**config.mk**
```make
export PLATFORM = sky130hd
export DESIGN_NAME = vend_txn_controller_flat
export DESIGN_NICKNAME = d
export VERILOG_FILES = /design/src/rtl/vend_txn_controller_pkg.sv /design/src/rtl/vend_txn_controller_if.sv /design/src/rtl/vend_txn_controller_timer.sv /design/src/rtl/vend_txn_controller.sv /design/src/flat_wrapper.sv
export SDC_FILE = /design/constraint.sdc
export NUM_CORES = 1
export LEC_CHECK = 0
export BUFFER_PORTS_ARGS = -buffer_cell sky130_fd_sc_hd__buf_2
export CAP_MARGIN = 10
export CORE_MARGIN = 5
export CORE_UTILIZATION = 45
export DETAILED_ROUTE_END_ITERATION = 12
export PLACE_DENSITY = 0.69
export SLEW_MARGIN = 20
export SYNTH_ARGS = -nofsm -noshare
export SYNTH_HDL_FRONTEND = slang
export SYNTH_SLANG_ARGS = --single-unit
```
**constraint.sdc**
```tcl
create_clock -name clock -period 2 [get_ports clock]
set_input_delay 0.6 -clock clock [delete_from_list [all_inputs] [get_ports clock]]
set_output_delay 0.6 -clock clock [all_outputs]
set_load 0.05 [all_outputs]
```
**src/rtl/vend_txn_controller_pkg.sv**
```systemverilog
// vend_pkg: states, coin units, item codes, price table and
// one-hot helper shared by the vending transaction controller.
package vend_pkg;

  typedef enum logic [1:0] {
    IDLE,
    CREDIT,
    VEND,
    CHANGE
  } state_t;

  localparam logic [1:0] NICKEL = 2'd1;
  localparam logic [1:0] DIME   = 2'd2;

  localparam logic [3:0] ITEM1 = 4'b0001;
  localparam logic [3:0] ITEM2 = 4'b0010;
  localparam logic [3:0] ITEM3 = 4'b0100;
  localparam logic [3:0] ITEM4 = 4'b1000;

  // Price in nickels; non one-hot codes cost nothing
  // because they never reach a price compare that matters.
  function automatic logic [2:0] price_of(
    input logic [3:0] item
  );
    case (item)
      ITEM1:   price_of = 3'd3;
      ITEM2:   price_of = 3'd4;
      ITEM3:   price_of = 3'd5;
      ITEM4:   price_of = 3'd6;
      default: price_of = 3'd0;
    endcase
  endfunction

  function automatic logic is_onehot(
    input logic [3:0] v
  );
    is_onehot = (v != 4'd0) &&
                ((v & (v - 4'd1)) == 4'd0);
  endfunction

endpackage

```
**src/rtl/vend_txn_controller_if.sv**
```systemverilog
// vend_txn_if: coin, selection, hopper and status signals.
// slave = controller side, master = machine/bench side.
// VEND_AUDIT_EN adds sales_total (16-bit, nickels).
interface vend_txn_if #(
  parameter int CREDIT_W = 4
);
  logic                nickel_in;
  logic                dime_in;
  logic [3:0]          item_number;
  logic                select_valid;
  logic                cancel;
  logic                hopper_ready;
  logic                coin_reject;
  logic                dispense;
  logic [3:0]          item_dispensed;
  logic                nickel_out;
  logic                price_short;
  logic                sel_error;
  logic                busy;
  logic [CREDIT_W-1:0] credit;
`ifdef VEND_AUDIT_EN
  logic [15:0]         sales_total;
`endif

  modport slave (
    input  nickel_in, dime_in, item_number,
    input  select_valid, cancel, hopper_ready,
    output coin_reject, dispense, item_dispensed,
    output nickel_out, price_short, sel_error,
`ifdef VEND_AUDIT_EN
    output sales_total,
`endif
    output busy, credit
  );

  modport master (
    output nickel_in, dime_in, item_number,
    output select_valid, cancel, hopper_ready,
    input  coin_reject, dispense, item_dispensed,
    input  nickel_out, price_short, sel_error,
`ifdef VEND_AUDIT_EN
    input  sales_total,
`endif
    input  busy, credit
  );

endinterface

```
**src/rtl/vend_txn_controller_timer.sv**
```systemverilog
// vend_timeout_timer: counts enabled idle cycles; expire_o
// fires on the TIMEOUT_CYCLES-th one. Ports: clock, reset,
// clr_i, en_i, expire_o.
module vend_timeout_timer #(
  parameter int TIMEOUT_CYCLES = 1000,
  parameter int TMR_W          = 10
) (
  input  logic clock,
  input  logic reset,
  input  logic clr_i,
  input  logic en_i,
  output logic expire_o
);

  localparam logic [TMR_W-1:0] LAST =
    TMR_W'(TIMEOUT_CYCLES - 1);

  logic [TMR_W-1:0] cnt_q, cnt_d;

  assign expire_o = en_i && !clr_i && (cnt_q == LAST);

  always_comb begin
    cnt_d = cnt_q;
    if (clr_i || expire_o) cnt_d = '0;
    else if (en_i)         cnt_d = cnt_q + TMR_W'(1);
  end

  always_ff @(posedge clock or posedge reset) begin
    if (reset) cnt_q <= '0;
    else       cnt_q <= cnt_d;
  end

endmodule

```
**src/rtl/vend_txn_controller.sv**
```systemverilog
// vend_txn_controller: shared-credit vending sequencer with
// cancel, inactivity refund and nickel-by-nickel change.
// Ports: clock, reset (async, high), bus (vend_txn_if.slave).
// VEND_AUDIT_EN adds the saturating sales_total counter.
module vend_txn_controller
  import vend_pkg::*;
#(
  parameter int CREDIT_W       = 4,
  parameter int MAX_CREDIT     = 10,
  parameter int TIMEOUT_CYCLES = 1000,
  parameter int TMR_W          = 10
) (
  input logic       clock,
  input logic       reset,
  vend_txn_if.slave bus
);

  typedef logic [CREDIT_W:0] wide_t;
  localparam wide_t MAXW = wide_t'(MAX_CREDIT);

  state_t              state_q, state_d;
  logic [CREDIT_W-1:0] credit_q, credit_d;
  logic [3:0]          item_q, item_d;
  logic [3:0]          idisp_q, idisp_d;
  logic rej_q, rej_d, disp_q, disp_d;
  logic nout_q, nout_d, short_q, short_d;
  logic selerr_q, selerr_d, busy_q, busy_d;

  logic  in_credit, any_coin, activity;
  logic  coin_ok, expire;
  wide_t cur_w, coin_w, sum_w, sel_pr_w, vend_pr_w;

  assign in_credit = (state_q == CREDIT);
  assign any_coin  = bus.nickel_in || bus.dime_in;
  // Rejected coins also count as customer activity.
  assign activity  = any_coin || bus.select_valid ||
                     bus.cancel;

  vend_timeout_timer #(
    .TIMEOUT_CYCLES(TIMEOUT_CYCLES),
    .TMR_W         (TMR_W)
  ) u_tmr (
    .clock   (clock),
    .reset   (reset),
    .clr_i   (!in_credit || activity),
    .en_i    (in_credit),
    .expire_o(expire)
  );

  // Dime wins when both coins arrive together.
  assign cur_w  = wide_t'(credit_q);
  assign coin_w = bus.dime_in   ? wide_t'(DIME)   :
                  bus.nickel_in ? wide_t'(NICKEL) :
                                  '0;
  assign sum_w  = cur_w + coin_w;
  assign coin_ok = any_coin && (sum_w <= MAXW) &&
                   (state_q == IDLE || in_credit);

  assign sel_pr_w  = wide_t'(price_of(bus.item_number));
  assign vend_pr_w = wide_t'(price_of(item_q));

  always_comb begin
    state_d  = state_q;
    credit_d = credit_q;
    item_d   = item_q;
    rej_d    = (bus.nickel_in && bus.dime_in) ||
               (any_coin && !coin_ok);
    disp_d   = 1'b0;
    idisp_d  = '0;
    nout_d   = 1'b0;
    short_d  = 1'b0;
    selerr_d = 1'b0;
    if (coin_ok) credit_d = sum_w[CREDIT_W-1:0];
    unique case (state_q)
      IDLE: begin
        if (coin_ok) state_d = CREDIT;
      end
      CREDIT: begin
        if (bus.cancel) begin
          state_d = CHANGE;
        end else if (bus.select_valid) begin
          if (!is_onehot(bus.item_number)) begin
            selerr_d = 1'b1;
          end else if (cur_w >= sel_pr_w) begin
            item_d  = bus.item_number;
            state_d = VEND;
          end else begin
            short_d = 1'b1;
          end
        end else if (expire) begin
          state_d = CHANGE;
        end
      end
      VEND: begin
        disp_d   = 1'b1;
        idisp_d  = item_q;
        credit_d = credit_q -
                   vend_pr_w[CREDIT_W-1:0];
        state_d  = (cur_w != vend_pr_w) ? CHANGE : IDLE;
      end
      CHANGE: begin
        if (credit_q == '0) begin
          state_d = IDLE;
        end else if (bus.hopper_ready) begin
          nout_d   = 1'b1;
          credit_d = credit_q - CREDIT_W'(1);
          if (credit_q == CREDIT_W'(1)) state_d = IDLE;
        end
      end
      default: state_d = IDLE;
    endcase
    busy_d = (state_d == VEND) || (state_d == CHANGE);
  end

  always_ff @(posedge clock or posedge reset) begin
    if (reset) begin
      state_q  <= IDLE;
      credit_q <= '0;
      item_q   <= '0;
      idisp_q  <= '0;
      rej_q    <= 1'b0;
      disp_q   <= 1'b0;
      nout_q   <= 1'b0;
      short_q  <= 1'b0;
      selerr_q <= 1'b0;
      busy_q   <= 1'b0;
    end else begin
      state_q  <= state_d;
      credit_q <= credit_d;
      item_q   <= item_d;
      idisp_q  <= idisp_d;
      rej_q    <= rej_d;
      disp_q   <= disp_d;
      nout_q   <= nout_d;
      short_q  <= short_d;
      selerr_q <= selerr_d;
      busy_q   <= busy_d;
    end
  end

  assign bus.coin_reject    = rej_q;
  assign bus.dispense       = disp_q;
  assign bus.item_dispensed = idisp_q;
  assign bus.nickel_out     = nout_q;
  assign bus.price_short    = short_q;
  assign bus.sel_error      = selerr_q;
  assign bus.busy           = busy_q;
  assign bus.credit         = credit_q;

`ifdef VEND_AUDIT_EN
  logic [15:0] sales_q, sales_d;
  logic [16:0] sales_sum;

  assign sales_sum = {1'b0, sales_q} +
                     17'(price_of(item_q));

  always_comb begin
    sales_d = sales_q;
    if (state_q == VEND)
      sales_d = sales_sum[16] ? 16'hFFFF
                              : sales_sum[15:0];
  end

  always_ff @(posedge clock or posedge reset) begin
    if (reset) sales_q <= '0;
    else       sales_q <= sales_d;
  end

  assign bus.sales_total = sales_q;
`endif

endmodule

```
**src/flat_wrapper.sv**
```systemverilog
// flat-port wrapper written by rule: the top's interface ports become plain ports
module vend_txn_controller_flat import vend_pkg::*;
#(
  parameter int CREDIT_W       = 4,
  parameter int MAX_CREDIT     = 10,
  parameter int TIMEOUT_CYCLES = 1000,
  parameter int TMR_W          = 10
)
  (clock, reset, bus_nickel_in, bus_dime_in, bus_item_number, bus_select_valid, bus_cancel, bus_hopper_ready, bus_coin_reject, bus_dispense, bus_item_dispensed, bus_nickel_out, bus_price_short, bus_sel_error, bus_busy, bus_credit);
  vend_txn_if #(.CREDIT_W(CREDIT_W)) bus_i ();
  input logic clock;
  input logic reset;
  input wire logic [$bits(bus_i.nickel_in)-1:0] bus_nickel_in;
  input wire logic [$bits(bus_i.dime_in)-1:0] bus_dime_in;
  input wire logic [$bits(bus_i.item_number)-1:0] bus_item_number;
  input wire logic [$bits(bus_i.select_valid)-1:0] bus_select_valid;
  input wire logic [$bits(bus_i.cancel)-1:0] bus_cancel;
  input wire logic [$bits(bus_i.hopper_ready)-1:0] bus_hopper_ready;
  output wire logic [$bits(bus_i.coin_reject)-1:0] bus_coin_reject;
  output wire logic [$bits(bus_i.dispense)-1:0] bus_dispense;
  output wire logic [$bits(bus_i.item_dispensed)-1:0] bus_item_dispensed;
  output wire logic [$bits(bus_i.nickel_out)-1:0] bus_nickel_out;
  output wire logic [$bits(bus_i.price_short)-1:0] bus_price_short;
  output wire logic [$bits(bus_i.sel_error)-1:0] bus_sel_error;
  output wire logic [$bits(bus_i.busy)-1:0] bus_busy;
  output wire logic [$bits(bus_i.credit)-1:0] bus_credit;
  assign bus_i.nickel_in = bus_nickel_in;
  assign bus_i.dime_in = bus_dime_in;
  assign bus_i.item_number = bus_item_number;
  assign bus_i.select_valid = bus_select_valid;
  assign bus_i.cancel = bus_cancel;
  assign bus_i.hopper_ready = bus_hopper_ready;
  assign bus_coin_reject = bus_i.coin_reject;
  assign bus_dispense = bus_i.dispense;
  assign bus_item_dispensed = bus_i.item_dispensed;
  assign bus_nickel_out = bus_i.nickel_out;
  assign bus_price_short = bus_i.price_short;
  assign bus_sel_error = bus_i.sel_error;
  assign bus_busy = bus_i.busy;
  assign bus_credit = bus_i.credit;
  vend_txn_controller #(.CREDIT_W(CREDIT_W), .MAX_CREDIT(MAX_CREDIT), .TIMEOUT_CYCLES(TIMEOUT_CYCLES), .TMR_W(TMR_W)) u_core (.clock(clock), .reset(reset), .bus(bus_i));
endmodule
```
==> results_dict.tcl <==
set metrics [dict create \
    finalCriticalPeriod_ns 2.14 \
    fin_util_pct 66.0 \
    yosys.area_share.simple_pct 21.0 \
    critPathMaxFanout 7 \
    cts_tree "done" \
    fin_crit_sh_pct 107 \
    crit_arrival_ns 2.30 \
    synth_top_area_share_pct 39.3 \
    avgSynthCellArea_um2 9.66 \
    path_class "primary input to flip-flop" \
    place_hpwl_um 3270 \
    wl_per_cell_um 14.3 \
    worst-r2r-cell-count 7 \
    synthCells 198 \
    relSlewSlack_pct 74.7 \
    ys_async_sr_fraction_pct 100 \
    cp_top_family "adder cells" \
    postCtsHoldBufs 0 \
    violations "negative setup slack" \
    drv_cap 0 \
    max_stage_delay_ns 0.54 \
    syn-num-nets 223 \
    grt_pass1_vias 1562 \
    synth.most_common_cell "dfrtp_1" \
    viasPerCell 5.38 \
    instances_no_fill 310 \
    die_height_um 75.2 \
    layout-drive-gt1-share_pct 41.9 \
    leakage_nw 1.24 \
    max_freq_mhz 468 \
    worstSkewPairLatency_ns 0.28 \
    ios 25 \
    overflow 0 \
    dp.cells 299 \
    cts_buffers 5 \
    synth-seq-cells 30 \
    ctsRootBufferMaster "clkbuf_8" \
    core_area_um2 4060 \
    grt_max_degree 31 \
    setup.worst_path.start_class "primary input" \
    status "complete, but fails checks" \
    synth-compound-area-share_pct 13.9 \
    synth_xor_xnor_area_share_pct 7.33 \
    ir_worst_vdd_v 0.000720 \
    ys_warn_count 0 \
    nets 285 \
    start_util_pct 47.1 \
    grt_pass1_wl_um 7220 \
    synthTopCellsByArea "dfrtp_1 (39%), ha_1 (7.9%), nor2_1 (4.3%)" \
    p_per_area_nw_per_um2 1530 \
    num_vias 1667 \
    synth-edff-count 0 \
    endpoint_kind "flip-flop" \
    cts_max_level 2 \
    initialDrtViolationCount 79 \
    clockBufferDepth 2 \
    n_antenna_cell 0 \
    critical_path_required_ns 2.16 \
    synth_mux_area_share_pct 2.88 \
    dieArea_um2 5650 \
    path_cells "buf_6 > nor2b_4 > ha_4 > fa_2 > and2_4 > nor2_4 > o211ai_4 > nor2_1 > a311o_1" \
    path_clk_slew_ns 0.06 \
    timing.rr.end "u_core.bus.credit[0]$_DFF_PP0_" \
    yosysSeqAreaShare_pct 39.3 \
    synth_top_family_by_area "simple AND/OR/NAND/NOR gates" \
    clkSinkCount 30 \
    finalWeightedCongestion 0.799 \
    rrSetupSlack_ns -0.06 \
    rsz0062_at_grt "yes" \
    wl_um 4420 \
    yosys-top-cells-count "dfrtp_1 (30), nor2_1 (22), inv_1 (15), ha_1 (12)" \
    synthAdderAreaFrac_pct 10.5 \
    reg2reg_from "u_core.bus.credit[0]$_DFF_PP0_" \
    slowest_stage "fa_2" \
    drcViolationCount 0 \
    yosysTopAreaCell "dfrtp_1" \
    crit_buf_inv 1 \
    final_max_slew_viol_count 0 \
    setup_viol 10 \
    syn_to_final_growth_pct 40.1 \
    min_path_type "primary input to asynchronous set/reset pin" \
    first_pass_iters 4 \
    rows 23 \
    numPortBuffers 24 \
    detail-route-antenna-nets 0 \
    total_power_mw 4.09 \
    gr-usage-all-layers_pct 16.9 \
    antenna_found_initial 0 \
    finalHoldViolCount 0 \
    fp.dieW_um 75.2 \
    synth_cell_types 55 \
    max_slew.worst_pin.slew_ns 0.379 \
    netlist_area_um2 1910 \
    ys.flop_type "dfrtp_1" \
    setup_ws_ns -0.135 \
    fin_skew_ns 0.00516 \
]
## through the flow
stage / hold WS (ns) / setup slack, ns / TNS (ns) / area [µm²]
finish: 0.387 / -0.135 / -0.527 / 2680
global route: 0.435 / -0.207 / -1.21 / 2680
CTS: 0.389 / -0.0946 / -0.306 / 2570
detailed placement: 0.461 / -0.467 / -4.73 / 2370
global placement: 0.446 / -0.425 / -4.26 / 2370
floorplan: 0.424 / -0.331 / -2.28 / 1980
## worst register-to-register path, cell delays in order (launching register included)
cell,delay (ns)
dfrtp_2,0.43
ha_4,0.17
fa_2,0.54
and2_4,0.16
nor2_4,0.04
o211ai_4,0.25
nor2_1,0.08
a311o_1,0.27
## layout by cell type, fill, tap and decap left out, types with 3 or more instances in the layout
master / instances
a21o_1: 4
a21oi_1: 5
a31oi_1: 3
and3_1: 6
buf_2: 19
buf_4: 35
buf_6: 6
clkbuf_8: 6
dfrtp_1: 28
ha_1: 7
ha_4: 4
inv_1: 14
mux2_4: 3
nand2_1: 8
nand3_1: 8
nor2_1: 20
nor2b_1: 3
nor3_1: 3
o21ai_0: 3
o21ai_1: 4
o31ai_1: 3
xnor2_1: 7
xor2_1: 6
## state kept, by name (all words and copies together), names as in the netlist
register and count:
u_core.u_tmr.cnt_q 10, u_core.bus.credit 4, u_core.bus.item_dispensed 4, u_core.item_q 4, u_core.state_q 2, u_core.bus.busy 1, u_core.bus.coin_reject 1, u_core.bus.dispense 1
u_core.bus.nickel_out 1, u_core.bus.price_short 1, u_core.bus.sel_error 1
## routing by layer
layer	global-route usage [%]	vias up	routed length [µm]
met1	21.2	801	1860
met4	5.83	0	69
met5	0	-	0
met2	29.1	44	2290
li1	-	816	-
met3	3.34	6	200
## kinds of logic after synthesis
kind of cell,count (synthesis)
AND/OR/NAND/NOR,74
adder cells (fa/ha/maj),15
flip-flops,30
buffers and inverters,21
multiplexers,4
AO/OA/AOI/OAI,38
XOR/XNOR,16
## power by group
part           leakage [nW]  total, mW  internal, mW  switching, mW
Clock                0.0573      0.610         0.398          0.212
Combinational         0.796       2.53          1.14           1.39
Sequential            0.388      0.944         0.771          0.173
Total                  1.24       4.09          2.31           1.78
## worst max-delay path by stage
stage                  startpoint                        endpoint  slack (ns)  depth (start not counted)
4_1_cts             bus_nickel_in  u_core.bus.credit[0]$_DFF_PP0_       -0.09                          9
6_report            bus_nickel_in  u_core.bus.credit[0]$_DFF_PP0_       -0.14                          9
2_1_floorplan  bus_item_number[3]    u_core.item_q[1]$_DFFE_PP0P_       -0.33                          9
5_1_grt             bus_nickel_in  u_core.bus.credit[0]$_DFF_PP0_       -0.21                          9
3_3_place_gp        bus_nickel_in  u_core.bus.credit[0]$_DFF_PP0_       -0.42                          9
3_5_place_dp        bus_nickel_in  u_core.bus.credit[0]$_DFF_PP0_       -0.47                          9
## timing repair
item | in CTS | in global routing
setup buffers | 0 | 4
endpoints found under the setup margin | 11 | 12
cloned | 0 | 0
pin swaps | 15 | 7
gates resized for setup | 24 | 13
## area by class of cell
class	instances	area, µm²
inverter	15	56.3
clock buffer	6	82.6
tap	50	62.6
sequential	30	753
multi-input combinational	147	1250
clock inverter	1	30.0
timing repair buffer	61	445
fill	306	1380
Power figures use the tool's default switching activity.
